==> config.mk <==
export PLATFORM = sky130hd
export DESIGN_NAME = mmio_switch_led
export DESIGN_NICKNAME = d
export VERILOG_FILES = /design/src/rtl/mmio_switch_led.sv
export SDC_FILE = /design/constraint.sdc
export NUM_CORES = 1
export LEC_CHECK = 0
export ABC_AREA = 1
export BUFFER_PORTS_ARGS = -buffer_cell sky130_fd_sc_hd__buf_2
export CAP_MARGIN = 10
export CORE_MARGIN = 2
export CORE_UTILIZATION = 36
export CTS_CLUSTER_SIZE = 25
export DETAILED_ROUTE_END_ITERATION = 12
export PLACE_DENSITY = 0.66
export SYNTH_ARGS = -nofsm -noshare
export SYNTH_HDL_FRONTEND = slang
export SYNTH_SLANG_ARGS = --single-unit
==> constraint.sdc <==
create_clock -name clk -period 2.35 [get_ports clk]
set_input_delay 0.47 -clock clk [delete_from_list [all_inputs] [get_ports clk]]
set_output_delay 0.47 -clock clk [all_outputs]
set_load 0.05 [all_outputs]
==> src/rtl/mmio_switch_led.sv <==
// Memory-mapped I/O bridge between the CPU data path and the board switches
// and LEDs. A 16-byte window holds four word registers: SWITCH (debounced
// switch value), LED (read/write), LED_TOGGLE (XOR write) and STATUS (sticky
// switch-change flag, cleared by reading it). Every request takes one cycle
// and is acknowledged by a one-cycle ready pulse on the following cycle.
module mmio_switch_led #(
    parameter int                    DATA_WIDTH      = 32,
    parameter int                    SW_WIDTH        = 8,
    parameter int                    LED_WIDTH       = 8,
    parameter logic [DATA_WIDTH-1:0] IO_BASE         = 32'hFFFF_FC00,
    parameter int                    DEBOUNCE_CYCLES = 16,
    parameter logic [LED_WIDTH-1:0]  LED_RESET       = '0
) (
    input  logic                  clk,
    input  logic                  rst,
    input  logic [DATA_WIDTH-1:0] addr,
    input  logic [DATA_WIDTH-1:0] wdata,
    input  logic                  mem_read,
    input  logic                  mem_write,
    output logic                  io_sel,
    output logic [DATA_WIDTH-1:0] rdata,
    output logic                  ready,
    input  logic [SW_WIDTH-1:0]   switch,
    output logic [LED_WIDTH-1:0]  led
);

    localparam int CNT_W = $clog2(DEBOUNCE_CYCLES + 1);
    localparam logic [CNT_W-1:0] CNT_MAX = CNT_W'(DEBOUNCE_CYCLES);

    typedef enum logic {
        IDLE = 1'b0,
        RESP = 1'b1
    } state_t;

    state_t                  state_q, state_d;
    logic                    start;
    logic                    do_write;
    logic                    do_read;
    logic [1:0]              reg_sel;
    logic [DATA_WIDTH-1:0]   rd_val;
    logic [DATA_WIDTH-1:0]   rdata_q, rdata_d;
    logic [LED_WIDTH-1:0]    led_q, led_d;
    logic [SW_WIDTH-1:0]     sync1_q, sync2_q, prev_q;
    logic [SW_WIDTH-1:0]     stable_q, stable_d;
    logic [CNT_W-1:0]        cnt_q, cnt_d, cnt_inc;
    logic                    deb_update;
    logic                    flag_q, flag_d;
    logic                    unused_bits;

    // Byte-lane bits and the LED-unused part of wdata carry no meaning here.
    assign unused_bits = ^{addr[1:0], wdata};

    assign io_sel  = (addr[DATA_WIDTH-1:4] == IO_BASE[DATA_WIDTH-1:4]);
    assign reg_sel = addr[3:2];
    assign ready   = (state_q == RESP);
    assign rdata   = rdata_q;
    assign led     = led_q;

    // Request FSM: accept a windowed request in IDLE, acknowledge it in RESP.
    always_comb begin
        state_d = state_q;
        start   = 1'b0;
        case (state_q)
            IDLE: begin
                if (io_sel && (mem_read || mem_write)) begin
                    state_d = RESP;
                    start   = 1'b1;
                end
            end
            RESP:    state_d = IDLE;
            default: state_d = IDLE;
        endcase
    end

    // A simultaneous read and write is treated as a write only.
    assign do_write = start & mem_write;
    assign do_read  = start & mem_read & ~mem_write;

    // Register read mux; all values zero-extended to the bus width.
    always_comb begin
        rd_val = '0;
        case (reg_sel)
            2'd0:    rd_val[SW_WIDTH-1:0]  = stable_q;
            2'd1:    rd_val[LED_WIDTH-1:0] = led_q;
            2'd3:    rd_val[0]             = flag_q;
            default: rd_val                = '0;
        endcase
    end

    // LED register updates and read-data capture for accepted transactions.
    always_comb begin
        led_d   = led_q;
        rdata_d = rdata_q;
        if (do_write) begin
            if (reg_sel == 2'd1) begin
                led_d = wdata[LED_WIDTH-1:0];
            end else if (reg_sel == 2'd2) begin
                led_d = led_q ^ wdata[LED_WIDTH-1:0];
            end
        end
        if (do_read) begin
            rdata_d = rd_val;
        end
    end

    // Debounce: count cycles the synchronised value has been steady and
    // different from the accepted value; any bounce restarts the count.
    always_comb begin
        cnt_inc    = cnt_q + CNT_W'(1);
        cnt_d      = cnt_q;
        stable_d   = stable_q;
        deb_update = 1'b0;
        if ((sync2_q != prev_q) || (sync2_q == stable_q)) begin
            cnt_d = '0;
        end else if (cnt_inc == CNT_MAX) begin
            stable_d   = sync2_q;
            cnt_d      = '0;
            deb_update = 1'b1;
        end else begin
            cnt_d = cnt_inc;
        end
    end

    // Sticky change flag: a new accepted switch value outranks a STATUS-read clear.
    always_comb begin
        flag_d = flag_q;
        if (do_read && (reg_sel == 2'd3)) begin
            flag_d = 1'b0;
        end
        if (deb_update) begin
            flag_d = 1'b1;
        end
    end

    // FSM state register.
    always_ff @(posedge clk or posedge rst) begin
        if (rst) begin
            state_q <= IDLE;
        end else begin
            state_q <= state_d;
        end
    end

    // Bus-facing registers: LED drive and captured read data.
    always_ff @(posedge clk or posedge rst) begin
        if (rst) begin
            led_q   <= LED_RESET;
            rdata_q <= '0;
        end else begin
            led_q   <= led_d;
            rdata_q <= rdata_d;
        end
    end

    // Switch synchroniser, debounce state and change flag.
    always_ff @(posedge clk or posedge rst) begin
        if (rst) begin
            sync1_q  <= '0;
            sync2_q  <= '0;
            prev_q   <= '0;
            stable_q <= '0;
            cnt_q    <= '0;
            flag_q   <= 1'b0;
        end else begin
            sync1_q  <= switch;
            sync2_q  <= sync1_q;
            prev_q   <= sync2_q;
            stable_q <= stable_d;
            cnt_q    <= cnt_d;
            flag_q   <= flag_d;
        end
    end

endmodule

==> metrics <==
status complete, no violations; Hold Path Class input pin to async pin; crit path to io_sel; clock-pin transition on the worst setup and hold timing paths 90 ps; combinational group share of total power 12.4%; r2r endpoint stable_q[5]; floorplan die area 8558 µm²; First DRT Iteration DRCs 54; Std-Cell Rows 32; CP max FO 2; leading register cell type out of synthesis sky130_fd_sc_hd__dfrtp_1; hold-fix buffer count after cts 0; Die X-Extent 92.51 µm; r2r startpoint cnt_q[0]; buffers added on ports 67; Period minus WS final 1779 ps; area occupied by multi-input gates 1187 µm²; core region area 7647 µm²; minimum setup slack among reg-to-reg paths 760 ps; worst hold slack across all endpoints 203.8 ps; Avg Synthesized Cell Area 9.247 µm²; worst slew margin relative to its limit 63.07%; buffer levels on the longest clock path 2; slew at the pin closest to its max-slew limit 553.1 ps; Highest Signal Layer met4; clock root buffer sky130_fd_sc_hd__clkbuf_8; top post-synthesis cells by area sky130_fd_sc_hd__dfrtp_1, sky130_fd_sc_hd__nand2_1, sky130_fd_sc_hd__buf_4; final-report max-slew violation count 0; # diodes 0; met3 wire length 214 µm; initial standard-cell utilization of the core 36.88%; startpoint of the worst setup timing path addr[21]; HPWL after detailed placement 3.915 mm; Maximum Capacitance Violations 0; first-pass detailed-route iteration total 4; global-route wire length before repair 8.901 mm; Worst EP arrival 1310 ps; Yosys cell types 33; sum of met2 wire segment lengths after detailed routing 2.357 mm; GRT Overall Usage 12.73%; height of the die 92.51 µm; achievable frequency 562.2 MHz; RSZ-0062 raised after global routing false; met1 wire length 2.347 mm; number of sinks handled by clock tree synthesis 55; post-synthesis to final-layout area growth 16.73%; number of global-route vias before repair 2,002; clock insertion delay at the later pin of the skew report 300 ps; sequential power share 54.0%; Net Switching 473.5 µW; Overflow after GRT 0; Worst setup SP type input pin; most used standard cells in the synthesized netlist sky130_fd_sc_hd__nand2_1, sky130_fd_sc_hd__dfrtp_1, sky130_fd_sc_hd__inv_1; cell type with the largest total area after synthesis sky130_fd_sc_hd__dfrtp_1; clock tree from TritonCTS built; detail-routed via count per cell 4.234; routed len/inst 10.57 µm; maximum number of pins on one net before global-route repair 31; post-synthesis instance area 2820 µm²; IR drop worst, VDD 0.3284 mV; post-route core utilization 43.05%; kind of capture point of the worst setup path output pin; count of flip-flops with a built-in enable after synthesis 0; Final nets 454; number of cells upsized or downsized after cts 0; power density relative to cell area 551.9 nW/µm²; Clk pwr share 33.6%; number of setup buffers added after CTS 0; Num CTS Buffers 5; critical setup path kind input pin to output pin; Cells after Synth 305; internal power 1343 µW; net switching fraction of the power 26.07%; residual DRC count 0; number of antenna violations at the first check in global routing 0; total negative setup slack 0 ps; static leakage 0.001673 µW; dominant cell by count in the synthesized netlist sky130_fd_sc_hd__nand2_1; proportion of register bits with asynchronous set or reset after synthesis 100.0%; final WL 5.023 mm; Ports 118; Data required, critical path 1880 ps; share of the yosys chip area belonging to registers 48.80%; period utilisation layout 75.69%; Filler Cell Count 765; fraction of final layout cells with drive strength greater than 1 26.54%; Synth warnings 0; Final Wtd Congestion 0.7285; area of all sequential standard cells 1376 µm²; antenna viol nets, final 0; deepest level of the CTS H-tree 2; DP Area 3186 µm²; final worst clock skew 5.126 ps; area fraction of the dominant cell type after synthesis 48.80%; Via Count 2,011; worst-case reg-to-reg path depth 9; final setup violation count 0; number of register bits inferred by synthesis 55; total count of hold-check failures in the final report 0; final instance area 3292 µm²
-- state kept, by name, summed over array words and instances (netlist names), 5 cells and up --
name	flops
prev_q	8
stable_q	8
rdata	8
led	8
cnt_q	5
sync1_q	8
sync2_q	8
-- worst min-delay path by stage --
stage | startpoint | to | slack [ps] | cells after the start
after global placement | sync1_q[3] | sync2_q[3] | 330 | 0
after CTS | rst | stable_q[2] | 220 | 2
after detailed placement | sync1_q[7] | sync2_q[7] | 340 | 0
after global routing | rst | sync1_q[1] | 250 | 2
final | rst | sync1_q[0] | 200 | 2
after floorplan | sync1_q[0] | sync2_q[0] | 330 | 0
-- power groups by stage --
stage	clock network (µW)	registers [µW]	logic, µW
after CTS	632	982	228
after global placement	0	1000	224
after floorplan	0	997	196
final	610	981	226
after global routing	657	985	251
after detailed placement	0	1000	228
-- layer usage --
metal	global-route usage, %	up-vias
li1	-	1045
met1	16.67	901
met2	20.68	55
met3	2.766	10
met4	4.851	0
met5	0	-
-- cells in the final DEF, fill, tap and decap left out, types with 3 or more instances in the layout --
cell type and count:
sky130_fd_sc_hd__nand4_1 10, sky130_fd_sc_hd__nand3_1 4, sky130_fd_sc_hd__xor2_1 5, sky130_fd_sc_hd__nor2_4 3
sky130_fd_sc_hd__conb_1 24, sky130_fd_sc_hd__nand2_1 76, sky130_fd_sc_hd__nor2_1 15, sky130_fd_sc_hd__o21ai_0 8
sky130_fd_sc_hd__ha_1 5, sky130_fd_sc_hd__a22o_1 7, sky130_fd_sc_hd__buf_2 67, sky130_fd_sc_hd__dfrtp_1 55
sky130_fd_sc_hd__nand3b_1 7, sky130_fd_sc_hd__clkbuf_8 5, sky130_fd_sc_hd__inv_1 32, sky130_fd_sc_hd__o21ai_2 8
sky130_fd_sc_hd__xnor2_1 19, sky130_fd_sc_hd__inv_2 3
-- per-stage QoR --
stage	instances	total power [µW]	worst slack (ps)
after floorplan	328	1192	248.3
after CTS	475	1842	567.4
final	475	1817	571.3
after global placement	468	1223	587.8
after detailed placement	468	1229	553.1
after global routing	475	1892	511.8
-- area by class of cell --
| class | instances | area share, % |
|---|---|---|
| flip-flops and latches | 55 | 41.81 |
| inverters | 35 | 3.991 |
| clock buffers | 5 | 2.090 |
| well taps | 102 | 3.877 |
| multi-input cells | 207 | 36.07 |
| repair buffers | 69 | 11.02 |
| clock inverters | 2 | 1.140 |
-- kinds of logic after synthesis --
| kind of cell | count (synthesis) | share of synthesized area [%] |
|---|---|---|
| AO/OA/AOI/OAI | 26 | 6.743 |
| adder cells (fa/ha/maj) | 5 | 2.218 |
| other | 1 | 0.1330 |
| AND/OR/NAND/NOR | 127 | 21.69 |
| buffers and inverters | 66 | 12.38 |
| flip-flops | 55 | 48.80 |
| XOR/XNOR | 25 | 8.030 |
-- critical path, cell delays in order --
cell and delay (ps):
sky130_fd_sc_hd__buf_2 70, sky130_fd_sc_hd__nand2_1 50, sky130_fd_sc_hd__nor2_1 100, sky130_fd_sc_hd__nand2_1 90, sky130_fd_sc_hd__nor4_2 240, sky130_fd_sc_hd__buf_2 300
Power figures use the tool's default switching activity.
